### src/rtl/branch_predict_ctrl_if.sv
// Bus between the pipeline and branch_predict_ctrl.
// Fetch side:
//   pred_pc -> pred_taken
// Execute side:
//   res_valid, res_pc, res_pred_taken, res_miss, res_target, res_fallthru
// Recovery side:
//   redirect_valid, redirect_pc, flush
// Statistics:
//   branch_cnt, miss_cnt
// Modports:
//   master - pipeline side
//   slave  - controller side
interface branch_predict_ctrl_if #(
    parameter int PC_W = 16
);
    logic [PC_W-1:0] pred_pc;
    logic            pred_taken;
    logic            res_valid;
    logic [PC_W-1:0] res_pc;
    logic            res_pred_taken;
    logic            res_miss;
    logic [PC_W-1:0] res_target;
    logic [PC_W-1:0] res_fallthru;
    logic            redirect_valid;
    logic [PC_W-1:0] redirect_pc;
    logic            flush;
    logic [15:0]     branch_cnt;
    logic [15:0]     miss_cnt;

    modport master (
        output pred_pc, res_valid, res_pc, res_pred_taken, res_miss,
               res_target, res_fallthru,
        input  pred_taken, redirect_valid, redirect_pc, flush,
               branch_cnt, miss_cnt
    );

    modport slave (
        input  pred_pc, res_valid, res_pc, res_pred_taken, res_miss,
               res_target, res_fallthru,
        output pred_taken, redirect_valid, redirect_pc, flush,
               branch_cnt, miss_cnt
    );
endinterface

### src/rtl/branch_predict_ctrl.sv
// Branch predictor and misprediction recovery controller.
//
// Prediction:
//   A table of 2-bit saturating counters, indexed by PC[IDX_W-1:0].
//   It predicts the fetch PC combinationally.
// Training:
//   The table is trained from execute-stage resolutions.
// Recovery:
//   A miss produces a one-cycle registered redirect.
//   It also holds flush for FLUSH_CYCLES cycles.
//   Resolutions arriving during the flush are wrong-path and are ignored.
//
// Ports:
//   clk - rising-edge clock
//   rst - asynchronous, active-high reset
//   bus - branch_predict_ctrl_if.slave: prediction, resolution, recovery, stats
//
// state | meaning
// ------+--------------------------------------------------------------
// IDLE  | accepting resolutions; a miss loads the flush counter
// FLUSH | flush asserted; counter counts down; res_valid ignored
module branch_predict_ctrl #(
    parameter int IDX_W        = 4,
    parameter int PC_W         = 16,
    parameter int FLUSH_CYCLES = 2
) (
    input logic                  clk,
    input logic                  rst,
    branch_predict_ctrl_if.slave bus
);
    localparam int ENTRIES = 1 << IDX_W;

    typedef enum logic {IDLE, FLUSH} state_t;

    state_t            state_q, state_d;
    logic [2:0]        fcnt_q, fcnt_d;
    logic [1:0]        table_q [ENTRIES];
    logic              accept;
    logic              act;
    logic [IDX_W-1:0]  ridx;
    logic              redirect_valid_q;
    logic [PC_W-1:0]   redirect_pc_q;
    logic [15:0]       branch_cnt_q;
    logic [15:0]       miss_cnt_q;
    logic              unused_pc_bits;

    assign accept = (state_q == IDLE) && bus.res_valid;
    assign act    = bus.res_pred_taken ^ bus.res_miss;
    assign ridx   = bus.res_pc[IDX_W-1:0];

    // The table read is taken from the registered array.
    // A same-cycle update to the same index is therefore not visible yet.
    assign bus.pred_taken     = table_q[bus.pred_pc[IDX_W-1:0]][1];
    assign bus.redirect_valid = redirect_valid_q;
    assign bus.redirect_pc    = redirect_pc_q;
    assign bus.flush          = (state_q == FLUSH);
    assign bus.branch_cnt     = branch_cnt_q;
    assign bus.miss_cnt       = miss_cnt_q;

    // Upper PC bits alias into the table and are intentionally dropped.
    assign unused_pc_bits = ^{bus.pred_pc[PC_W-1:IDX_W], bus.res_pc[PC_W-1:IDX_W]};

    always_ff @(posedge clk or posedge rst) begin
        if (rst) begin
            state_q <= IDLE;
            fcnt_q  <= '0;
        end else begin
            state_q <= state_d;
            fcnt_q  <= fcnt_d;
        end
    end

    always_comb begin
        state_d = state_q;
        fcnt_d  = fcnt_q;
        case (state_q)
            IDLE: begin
                if (accept && bus.res_miss) begin
                    state_d = FLUSH;
                    fcnt_d  = 3'(FLUSH_CYCLES);
                end
            end
            FLUSH: begin
                // Leaving at a count of 1 gives exactly FLUSH_CYCLES cycles in FLUSH.
                if (fcnt_q == 3'd1) begin
                    state_d = IDLE;
                end else begin
                    fcnt_d = fcnt_q - 3'd1;
                end
            end
            default: state_d = IDLE;
        endcase
    end

    always_ff @(posedge clk or posedge rst) begin
        if (rst) begin
            for (int i = 0; i < ENTRIES; i++) begin
                table_q[i] <= 2'b01;
            end
        end else if (accept) begin
            if (act) begin
                if (table_q[ridx] != 2'b11) begin
                    table_q[ridx] <= table_q[ridx] + 2'b01;
                end
            end else begin
                if (table_q[ridx] != 2'b00) begin
                    table_q[ridx] <= table_q[ridx] - 2'b01;
                end
            end
        end
    end

    always_ff @(posedge clk or posedge rst) begin
        if (rst) begin
            redirect_valid_q <= 1'b0;
            redirect_pc_q    <= '0;
        end else begin
            redirect_valid_q <= accept && bus.res_miss;
            if (accept && bus.res_miss) begin
                redirect_pc_q <= act ? bus.res_target : bus.res_fallthru;
            end
        end
    end

    always_ff @(posedge clk or posedge rst) begin
        if (rst) begin
            branch_cnt_q <= '0;
            miss_cnt_q   <= '0;
        end else if (accept) begin
            if (branch_cnt_q != 16'hFFFF) begin
                branch_cnt_q <= branch_cnt_q + 16'd1;
            end
            if (bus.res_miss && (miss_cnt_q != 16'hFFFF)) begin
                miss_cnt_q <= miss_cnt_q + 16'd1;
            end
        end
    end
endmodule

### src/flat_wrapper.sv
// flat-port wrapper written by rule: the top's interface ports become plain ports
module branch_predict_ctrl_flat 
#(
    parameter int IDX_W        = 4,
    parameter int PC_W         = 16,
    parameter int FLUSH_CYCLES = 2
)
  (clk, rst, bus_pred_pc, bus_res_valid, bus_res_pc, bus_res_pred_taken, bus_res_miss, bus_res_target, bus_res_fallthru, bus_pred_taken, bus_redirect_valid, bus_redirect_pc, bus_flush, bus_branch_cnt, bus_miss_cnt);
  branch_predict_ctrl_if #(.PC_W(PC_W)) bus_i ();
  input logic clk;
  input logic rst;
  input wire logic [$bits(bus_i.pred_pc)-1:0] bus_pred_pc;
  input wire logic [$bits(bus_i.res_valid)-1:0] bus_res_valid;
  input wire logic [$bits(bus_i.res_pc)-1:0] bus_res_pc;
  input wire logic [$bits(bus_i.res_pred_taken)-1:0] bus_res_pred_taken;
  input wire logic [$bits(bus_i.res_miss)-1:0] bus_res_miss;
  input wire logic [$bits(bus_i.res_target)-1:0] bus_res_target;
  input wire logic [$bits(bus_i.res_fallthru)-1:0] bus_res_fallthru;
  output wire logic [$bits(bus_i.pred_taken)-1:0] bus_pred_taken;
  output wire logic [$bits(bus_i.redirect_valid)-1:0] bus_redirect_valid;
  output wire logic [$bits(bus_i.redirect_pc)-1:0] bus_redirect_pc;
  output wire logic [$bits(bus_i.flush)-1:0] bus_flush;
  output wire logic [$bits(bus_i.branch_cnt)-1:0] bus_branch_cnt;
  output wire logic [$bits(bus_i.miss_cnt)-1:0] bus_miss_cnt;
  assign bus_i.pred_pc = bus_pred_pc;
  assign bus_i.res_valid = bus_res_valid;
  assign bus_i.res_pc = bus_res_pc;
  assign bus_i.res_pred_taken = bus_res_pred_taken;
  assign bus_i.res_miss = bus_res_miss;
  assign bus_i.res_target = bus_res_target;
  assign bus_i.res_fallthru = bus_res_fallthru;
  assign bus_pred_taken = bus_i.pred_taken;
  assign bus_redirect_valid = bus_i.redirect_valid;
  assign bus_redirect_pc = bus_i.redirect_pc;
  assign bus_flush = bus_i.flush;
  assign bus_branch_cnt = bus_i.branch_cnt;
  assign bus_miss_cnt = bus_i.miss_cnt;
  branch_predict_ctrl #(.IDX_W(IDX_W), .PC_W(PC_W), .FLUSH_CYCLES(FLUSH_CYCLES)) u_core (.clk(clk), .rst(rst), .bus(bus_i));
endmodule
### config.mk
export PLATFORM = sky130hd
export DESIGN_NAME = branch_predict_ctrl_flat
export DESIGN_NICKNAME = d
export VERILOG_FILES = /design/src/rtl/branch_predict_ctrl_if.sv /design/src/rtl/branch_predict_ctrl.sv /design/src/flat_wrapper.sv
export SDC_FILE = /design/constraint.sdc
export NUM_CORES = 1
export LEC_CHECK = 0
export CORE_MARGIN = 4
export CORE_UTILIZATION = 50
export CTS_CLUSTER_SIZE = 10
export DETAILED_ROUTE_END_ITERATION = 8
export PLACE_DENSITY = 0.82
export SLEW_MARGIN = 20
export SYNTH_ARGS = -nofsm -noshare
export SYNTH_HDL_FRONTEND = slang
export SYNTH_SLANG_ARGS = --single-unit
### constraint.sdc
create_clock -name clk -period 4.8 [get_ports clk]
set_clock_uncertainty 0.2 [all_clocks]
set_input_delay 0.96 -clock clk [delete_from_list [all_inputs] [get_ports clk]]
set_output_delay 0.96 -clock clk [all_outputs]
set_load 0.02 [all_outputs]
## After elaboration in Yosys (flattened, before gate mapping)

Cells that the tools add are included.

| operators by class | value |
|---|---|
| $add $sub $neg | 5 |
| magnitude comparators | 3 |
| equality and inequality tests | 7 |
| muxes and demuxes | 20 |
| bitwise logic cells | 4 |
| reductions and logical operators | 10 |

Operators by type and width:

| operator | count |
|---|---|
| $mux W32 | 3 |
| $bwmux W32 | 2 |
| $add A16 B1 Y16 const B | 2 |
| $ne A16 B16 Y1 const B | 2 |
| $bmux W2 S4 | 2 |
| $mux W16 | 1 |
| $ge A5 B5 Y1 const B | 2 |
| $mux W2 | 5 |
| $not A4 Y5 | 2 |
| $demux W2 S4 | 1 |
| $ne A2 B2 Y1 const B | 4 |
| $mux W3 | 2 |
| $pmux W3 S2 | 1 |
| $reduce_and A2 Y1 | 3 |
| $lt A5 B1 Y1 const B | 1 |
| $logic_and A1 B1 Y1 | 4 |
| $reduce_bool A2 Y1 | 2 |
| $eq A3 B1 Y1 const B | 1 |
| $reduce_and A3 Y1 | 1 |
| $sub A3 B1 Y3 const B | 1 |
| $add A2 B1 Y2 const B | 1 |
| $mux W1 | 2 |
| $pmux W1 S2 | 1 |
| $sub A2 B1 Y2 const B | 1 |
| other kinds (2) | 2 |

| storage, ports and cells | value |
|---|---|
| register bits after elaboration | 85 |
| bits of input ports | 69 |
| output and inout port bits | 51 |

## Depth between registers and ports, before layout

Gate-level depths: netlist of the first run.

| depth | value |
|---|---|
| depth after elaboration | 8 |
| gate-level depth with buffers | 11 |
| gate-level depth less buffers | 9 |

## Worst setup path after synthesis of the first run

OpenSTA, ideal clock, no wires.

| path | value |
|---|---|
| path kind | input to register |
| start point | input port bus_res_pc[0] |
| end point | register u_core.table_q[3] in the netlist's numbering |
| arrival time | 3139 ps |
| required time | 4475 ps |
| path slack | 1336 ps |
| stages on the path | 10 |
| cells stage by stage | buf_4 -> mux4_2 -> nand3b_1 -> and4_1 -> inv_1 -> ha_1 -> and4bb_2 -> mux2i_1 -> nor3_1 -> mux2_2 |

| on the way | value |
|---|---|
| word-level cells in the longest chain between the ends | 8 |

RTL lines:

| what | RTL line | text |
|---|---|---|
| from (decl) | flat_wrapper.sv:14 | `input wire logic [$bits(bus_i.res_pc)-1:0] bus_res_pc;` |
| $not A4 Y5 (implied by the code) * | n/a |  |
| $bmux W2 S4 (tied with other cells) | n/a |  |
| $mux W2 (implied by the code) / $logic_and A1 B1 Y1 (equally long branches) | n/a |  |
| $mux W2 (on tied branches) | n/a |  |
| $sub A2 B1 Y2 (tied with other cells) | branch_predict_ctrl.sv:107 | `table_q[ridx] <= table_q[ridx] - 2'b01;` |
| $bwmux W32 (on tied branches) | branch_predict_ctrl.sv:107, branch_predict_ctrl.sv:103 |  |
| $mux W32 (on tied branches) | branch_predict_ctrl.sv:106, branch_predict_ctrl.sv:102 |  |
| $mux W32 | branch_predict_ctrl.sv:101 | `if (act) begin` |
| to (signal, indexed assignment) | branch_predict_ctrl.sv:103 | `table_q[ridx] <= table_q[ridx] + 2'b01;` |
| to (signal, indexed assignment) | branch_predict_ctrl.sv:107 |  |
| to (decl) | branch_predict_ctrl.sv:37 | `logic [1:0] table_q [ENTRIES];` |

Mark *: on every way between the ends. The rest lies on a longest branch, timed or not. The select of a mux whose other input is x is not followed.
A chain may end at the register's enable or synchronous reset.

## Worst setup path after layout of the first run

| path | value |
|---|---|
| start point | input port bus_pred_pc[1] |
| end point | output port bus_pred_taken |

| on the way | value |
|---|---|
| word-level cells in the longest chain between the ends | 4 |

RTL lines:

| what | RTL line | text |
|---|---|---|
| from (decl) | flat_wrapper.sv:12 | `input wire logic [$bits(bus_i.pred_pc)-1:0] bus_pred_pc;` |
| $not A4 Y5 (implied by the code) | branch_predict_ctrl.sv:53 | `assign bus.pred_taken = table_q[bus.pred_pc[IDX_W-1:0]][1];` |
| $bmux W2 S4 | branch_predict_ctrl.sv:53 |  |
| $mux W2 (implied by the code) (2 in series) | branch_predict_ctrl.sv:53 |  |
| to (decl) | flat_wrapper.sv:19 | `output wire logic [$bits(bus_i.pred_taken)-1:0] bus_pred_taken;` |

Every way passes these cells. The select of a mux whose other input is x is not followed.

==> results.md, run 1 <==
- Data arrives at the worst endpoint at 3050 ps.
- The routed length per placed instance is around 16 um.
- The post-CTS setup repair buffer count is 0.
- In the post-synthesis netlist, the biggest area contributors are sky130_fd_sc_hd__dfrtp_1 (37%), sky130_fd_sc_hd__dfstp_2 (9.1%), sky130_fd_sc_hd__mux2_2 (7.8%).
- The number of hold buffers added after CTS was 0.
- The maximum frequency from static timing analysis is 237.3 MHz.
- The number of nets handed over by synthesis was between 400 and 500.
- STA classifies the critical path endpoint as a primary output.
- The worst setup path is launched from an input pin.
- The post-CTS clock slew at the launch and capture registers of the worst setup and hold paths is 80 ps.
- The layout overhead on the synthesized area is 27.68%.
- In this run, post-CTS repair resized a total of 0 instances.
- The H-tree generated during clock tree synthesis spans 3 levels.
- The final count of pins violating max slew is 0.
- The area of the mapped netlist is roughly 4600 um^2.
- The worst min-delay path startpoint is u_core.bus.redirect_pc[13]$_DFFE_PP0P_.
- The most used flip-flop cell after synthesis is sky130_fd_sc_hd__dfrtp_1.
- In the final layout, the share of cells above drive strength 1 is 0.2222.
- The source-to-sink clock delay at the later pin of the worst-skew pair is approximately 350 ps.
- The max-slew headroom at the worst pin is 0.5201.
- The final critical-path setup slack is 585.3 ps.
- The final layout contains routed wiring with a total length of 9891 um.
- Before antenna repair, the detailed router went through 4 iterations.
- The maximum net fanout on the critical path is 4.
- The antenna diode count is 0.
- The vertical die dimension is 104.1 um.
- The x dimension of the die is 104.1 um.
- The aggregate global-route resource usage is 0.1941.
- In the final timing run, aggregate negative setup slack is 0 ps.
- The share of synthesized area in the top cell type comes to 0.3741.
- The via count of the first global-routing pass came to 3,647.
- The post-layout net count is 565.
- The clock tree from TritonCTS is built.
- For this design, the sink count on the clock tree is 85.
- Summed over all nets, the half-perimeter wirelength after detailed placement is 7249 um.
- The run finished with clean final reports.
- The analysis attributes to cell leakage a power of 2.515 nW.
- In this run the worst setup path begins at bus_pred_pc[1].
- The worst path needs 4215 ps of the cycle, external delays included.
- The number of synthesized flops with an enable pin is 0.
- The average instance area after synthesis is 11.69 um^2.
- The share of the Yosys chip area taken by registers is 0.4652.
- The biggest area contributor in the post-synthesis netlist is sky130_fd_sc_hd__dfrtp_1.
- The minimum setup slack after placement is 485.7 ps.
- The number of antenna violations at the first check in global routing is 0.
- The tightest hold path in the finished design has a slack of 285.0 ps.
- The origin of the critical flop-to-flop path is u_core.table_q[17]$_DFFE_PP0P_.
- The first global-routing pass estimated 17,480 um of wire.
- Summing over every cut layer, the via total after detailed routing is 3,396.
- The largest buffer count on any clock path is 2.
- TritonCTS created 9 clock buffers.
- Of the available clock period, the critical path in the final layout requires 0.8781.
- The DRC marker count from the first detailed-route iteration is 132.
- In this run the worst hold path is classified as register to register.
- The number of failing setup endpoints in the final timing report is 0.
- The number of input and output port buffers inserted is 95.
- 120 I/O pins were placed.
- The via-per-instance ratio is 5.632.
- Entering global routing, the biggest net connects 35 pins.
- The required time reported for the critical path endpoint is 3640 ps.
- The proportion of register bits with asynchronous set or reset after synthesis is 1.000.
- The placement row count is 34.
- The cell at the root of the clock tree is sky130_fd_sc_hd__clkbuf_8.
- In this run, distinct cell masters in the synthesized netlist total 49.
- With fillers left out, the area of the finished cells amounts to 5893 um^2.
- The final hold violation count is 0.
- The number of routed nets with antenna violations is 0.
- The initial utilization of the core area, before any placement, comes to 0.5216.
- The floorplan die area is 10,830 um^2.
- Across the VDD grid, the largest voltage drop is 0.2941 mV.
- After global routing the overflow that remains totals 0.
- The critical path in this run is classified as input pin to primary output.
- The remaining design rule violation count is 0.
- The pin slew with the least headroom to its limit is roughly 700 ps.
- The number of max-cap violations is 0.
- Power comes to 2.803 mW.
- The number of register bits inferred by synthesis is 85.
- The power density of the placed cells is 475.6 nW/um^2.
- Yosys printed 0 warnings.
- The core region is roughly 9000 um^2.
- Synthesis produced a netlist whose cell count is 395.
- At the end of routability-driven placement, the weighted congestion stood at 0.8409.
- In this run the cell area measured after placement is 5679 um^2.
- Setup repair after global routing left no endpoint under its margin.
==> synthesized netlist by cell type, types with 8 or more instances <==
library cell / n
sky130_fd_sc_hd__buf_2: 8
sky130_fd_sc_hd__mux2_4: 8
sky130_fd_sc_hd__xor2_1: 18
sky130_fd_sc_hd__nand3_1: 17
sky130_fd_sc_hd__mux2_2: 32
sky130_fd_sc_hd__nand4_1: 8
sky130_fd_sc_hd__mux2i_1: 22
sky130_fd_sc_hd__xnor2_1: 11
sky130_fd_sc_hd__nor2_1: 14
sky130_fd_sc_hd__inv_1: 9
sky130_fd_sc_hd__o21ai_0: 23
sky130_fd_sc_hd__dfstp_2: 16
sky130_fd_sc_hd__dfrtp_1: 69
sky130_fd_sc_hd__nor3_1: 12
sky130_fd_sc_hd__mux4_2: 12
sky130_fd_sc_hd__nand2_1: 44
==> layer usage <==
layer,routed length (um),GRT usage,vias to the layer above
met5,0,0,-
met2,4892,0.3240,93
met1,4274,0.2483,1677
li1,-,-,1616
met3,604,0.06021,10
met4,119,0.04558,0
==> power by group <==
group / internal, mW / switching, mW / total [mW]
clock network: 0.291 / 0.246 / 0.537
registers: 1.00 / 0.206 / 1.21
logic: 0.552 / 0.508 / 1.06
==> critical path, stage by stage <==
cell and delay (ps):
sky130_fd_sc_hd__clkdlybuf4s50_1 610, sky130_fd_sc_hd__mux4_2 530, sky130_fd_sc_hd__nor2b_1 140, sky130_fd_sc_hd__a211oi_1 200, sky130_fd_sc_hd__a21oi_1 60, sky130_fd_sc_hd__clkdlybuf4s50_1 540
==> placed cells by master (no fill, tap or decap), types with 4 or more instances in the layout <==
cell,count
sky130_fd_sc_hd__nor3_1,12
sky130_fd_sc_hd__dfstp_2,16
sky130_fd_sc_hd__nand2_1,44
sky130_fd_sc_hd__clkbuf_8,9
sky130_fd_sc_hd__mux2_2,32
sky130_fd_sc_hd__ha_1,6
sky130_fd_sc_hd__nand4_1,8
sky130_fd_sc_hd__inv_1,8
sky130_fd_sc_hd__xnor2_1,11
sky130_fd_sc_hd__mux4_2,12
sky130_fd_sc_hd__o21ai_0,23
sky130_fd_sc_hd__clkdlybuf4s50_1,95
sky130_fd_sc_hd__dfrtp_1,69
sky130_fd_sc_hd__xor2_1,17
sky130_fd_sc_hd__nor4_1,5
sky130_fd_sc_hd__mux2_4,8
sky130_fd_sc_hd__buf_4,7
sky130_fd_sc_hd__nand3b_1,7
sky130_fd_sc_hd__mux2i_1,22
sky130_fd_sc_hd__nor2_1,14
sky130_fd_sc_hd__clkinv_2,4
sky130_fd_sc_hd__nand3_1,17
==> cell type report <==
type,instances,area (um^2)
clock buffer,11,131.4
timing repair buffer,103,1023
fill,667,2955
tap,108,135.1
sequential,85,2147
multi-input combinational,282,2346
inverter,9,35.03
clock inverter,5,75.07
==> path summary, 6_finish.rpt <==
| kind | end | slack, ps | cells after the start |
|---|---|---|---|
| max | bus_pred_taken | 590 | 6 |
| min | u_core.bus.redirect_pc[13]$_DFFE_PP0P_ | 290 | 2 |
| max reg2reg | u_core.table_q[13]$_DFFE_PP0P_ | 1840 | 9 |
| min reg2reg | u_core.bus.redirect_pc[13]$_DFFE_PP0P_ | 290 | 2 |
| max in group asynchronous | asynchronous set/reset pin | 2880 | 3 |
| min in group asynchronous | u_core.bus.miss_cnt[7]$_DFFE_PP0P_ | 720 | 2 |
==> cell families (layout without fill, tap and decap cells) <==
group,count (synthesis),count (layout),synth area share
simple gates,139,139,0.1765
fa+ha+maj,6,6,0.01626
mux,76,76,0.2152
buf+inv,28,128,0.02819
compound gates,31,31,0.03768
flops,85,85,0.4652
xor+xnor,30,30,0.06099
==> metrics by stage <==
stage,cells,utilization
after global routing,603,0.6660
after floorplan,395,-
after CTS,603,0.6652
after global placement,587,0.6418
after detailed placement,587,0.6418
final,603,0.6660
Note: power is estimated with default switching activity, not from simulation.
==> run 2, diff against run 1 <==
- CAP_MARGIN: unset -> 5
- CORE_MARGIN: 4 -> 5
==> run 2 against run 1 <==
Effect of this change: non-clock buffer count fell by 2; via count rose by 0.47%; clock power fell by 6.7%; combinational power barely moved; hold slack got worse by 2.1 ps; sequential power barely moved; die area rose by 3.9%; largest cell class unchanged.
==> results.md, run 2 (synthesized netlist as in run 1, its figures left out) <==
- The depth of the CTS H-tree is 3 (unchanged).
- The number of buffer and inverter stages on the critical path came to 2 (unchanged).
- The length of the first detailed-routing pass in iterations is 4 (unchanged).
- The number of max-cap violations is 0 (unchanged).
- The antenna diode count is 0 (unchanged).
- Setup repair after global routing left no endpoint under its margin.
- The final HPWL from detailed placement is 7332 um (+1.1%).
- The data arrival time of the critical path is 3090 ps (+40 ps).
- The routed length on met2 was 5040 um (+3.0%).
- In this run the most critical hold path is launched from u_core.bus.redirect_pc[10]$_DFFE_PP0P_.
- The area of placed instances is 5668 um^2 (-0.20%).
- The number of sinks driven by the clock tree is 85 (unchanged).
- The area of the multi-input gates was 2338 um^2 (-0.32%).
- The slack of the worst reg-to-reg path came to 1820 ps (-20 ps).
- The placement row count is 35 (+2.9%).
- The max-slew headroom at the worst pin is 0.2288 (-0.2913).
- The boundary pin count came to 120 (unchanged).
- The remaining design rule violation count is 0 (unchanged).
- The number of routed nets with antenna violations came to 0 (unchanged).
- The final weighted congestion in routability-driven placement came to 0.8485 (+0.90%).
- The startpoint of the most critical setup path is bus_pred_pc[1].
- The cell at the root of the clock tree is sky130_fd_sc_hd__clkbuf_8.
- The library cell used most frequently in the layout, excluding fill and tap cells, is sky130_fd_sc_hd__clkdlybuf4s50_1.
- The via-per-instance ratio is 5.649 (+0.30%).
- The maximum frequency from static timing analysis is 235.4 MHz (-0.78%).
- The share of the core filled with cells was 0.6435 (-0.02246).
- The core area is 9109 um^2 (+2.9%).
- The number of input and output port buffers inserted came to 95 (unchanged).
- TritonCTS built the clock tree.
- The maximum net fanout on the critical path is 4 (unchanged).
- The number of failing setup endpoints in the final timing report is 0 (unchanged).
- The post-layout net count came to 563 (-0.35%).
- The footprint of the flip-flops and latches came to 2147 um^2 (unchanged).
- The final setup TNS was 0 ps (unchanged).
- The x dimension of the die was 106.1 um (+1.9%).
- The remaining global-route overflow is 0 (unchanged).
- The peak supply drop came to 0.2645 mV (-10%).
- The starting density of the core is 0.5067 (-0.01490).
- The final hold violation count is 0 (unchanged).
- The share of cells above drive strength 1 is 0.2150 (-0.007212).
- The power density of the placed cells is 470.4 nW/um^2 (-1.1%).
- The number of gates resized after cts came to 0 (unchanged).
- The origin of the critical flop-to-flop path is u_core.table_q[17]$_DFFE_PP0P_.
- The total number of vias is 3,412 (+0.47%).
- The largest buffer count on any clock path is 2 (unchanged).
- The routed length per placed instance was 16.83 um (+2.6%).
- The summed area of non-filler cells in the final layout came to 5862 um^2 (-0.53%).
- Signal routing reaches up to met4.
- The DRC marker count from the first detailed-route iteration is 156 (+18%).
- The final count of pins violating max slew is 0 (unchanged).
- The layout overhead on the synthesized area is 27.00%.
- The post-layout minimum cycle time is 4248 ps (+32.95 ps).
- The capturing element type of the critical path is a primary output.
- The worst stage delay on the critical path is 640 ps (+30 ps).
- The signal on the critical path passes through clkdlybuf4s50_1 -> mux4_2 -> nor2b_1 -> a211oi_1 -> a21oi_1 -> clkdlybuf4s50_1.
- The source-to-sink clock delay at the later pin of the worst-skew pair came to 340 ps (about the same).
- The aggregate routed wire length is 10,170 um (+2.8%).
- The floorplan die area is 11,250 um^2 (+3.9%).
- The pin slew with the least headroom to its limit is 1153 ps (+433.7 ps).
- The number of antenna violations at the first check in global routing is 0 (unchanged).
- The class of the tightest hold or removal check is register to register.
- The fill cell instance count of the final layout came to 722 (+8.2%).
- The required time reported for the critical path endpoint was 3640 ps (about the same).
- The wire length on met3 is 528 um (-13%).
- The post-CTS clock slew at the launch and capture registers of the worst setup and hold paths is 80 ps (about the same).
- The post-CTS setup repair buffer count was 0 (unchanged).
- The share of the clock period used by the worst path came to 0.8849 (+0.006865).
- The routed length on met1 is 4506 um (+5.4%).
- In the layout the commonest cells are sky130_fd_sc_hd__clkdlybuf4s50_1 (95), sky130_fd_sc_hd__dfrtp_1 (69), sky130_fd_sc_hd__nand2_1 (44), sky130_fd_sc_hd__mux2_2 (32), sky130_fd_sc_hd__o21ai_0 (23).
- The largest net degree at the start of global routing is 53 (+51%).
- Broken down by cell family, the worst path's largest delay share belongs to buffers and inverters.
- The via count of the first global-routing pass is 3,521 (-3.5%).
- The static leakage power came to 2.488 nW (-1.1%).
- The aggregate global-route resource usage is 0.1886 (-0.005536).
- The vertical die dimension is 106.1 um (+1.9%).
- In this design, the critical path's most frequently occurring cell is sky130_fd_sc_hd__clkdlybuf4s50_1.
- The worst setup path is launched from an input pin.
- The number of buffers inserted during clock tree synthesis was 9 (unchanged).
- The path type of the worst setup path is input pin to primary output.
- The slowest stage cell on the critical path is sky130_fd_sc_hd__clkdlybuf4s50_1.
- The run finished with clean final reports.
- The number of hold buffers added after cts is 0 (unchanged).
- The global-route wire length before repair is 17,350 um (-0.75%).
## run 2: worst paths after layout
path / endpoint / depth (start not counted)
hold / removal: u_core.bus.redirect_pc[10]$_DFFE_PP0P_ / 2
hold reg to reg: u_core.bus.redirect_pc[10]$_DFFE_PP0P_ / 2
setup reg to reg: u_core.table_q[19]$_DFFE_PP0P_ / 6
setup / recovery: bus_pred_taken / 6
min in group asynchronous: u_core.table_q[23]$_DFFE_PP0P_ / 2
max in group asynchronous: asynchronous set/reset pin / 3
## run 2: cell type report
cell class	instances	share of cell area
Multi-Input combinational cell	282	0.3989
Sequential cell	85	0.3663
Clock buffer	13	0.02540
Timing Repair Buffer	101	0.1720
Clock inverter	3	0.007684
Tap cell	111	0.02369
Inverter	9	0.005977
## run 2: worst reg2reg max path: cells and delay by family (launching register included)
kind                     cells  cell delay (ps)
AND/OR/NAND/NOR              2              360
flip-flops                   1              410
XOR/XNOR                     1              910
multiplexers                 2              800
adder cells (fa/ha/maj)      1              250
## run 2: metrics by stage
stage	power (mW)	hold WS, ps	std cells	setup slack, ps
final	2.757	282.9	604	552.4
after global routing	2.929	314.6	604	447.3
after CTS	2.782	288.6	604	555.9
after detailed placement	2.268	269.9	588	500.2
after global placement	2.217	260.9	588	597.0
after floorplan	1.830	280.6	395	1336
## run 2: report_power, final
group	switching, mW	internal [mW]
Combinational	0.501	0.547
Sequential	0.208	1.00
Clock	0.245	0.256
Total	0.954	1.80
## run 2: per-layer routing
metal	track usage	vias to the layer above
li1	-	1612
met1	0.2485	1699
met2	0.3138	92
met3	0.04250	9
met4	0.05365	0
met5	0	-
==> run 3, diff against run 2 <==
- TNS_END_PERCENT: unset -> 100
==> results of run 3 <==
No change in the layout: final DEF, timing and power equal those of run 2.
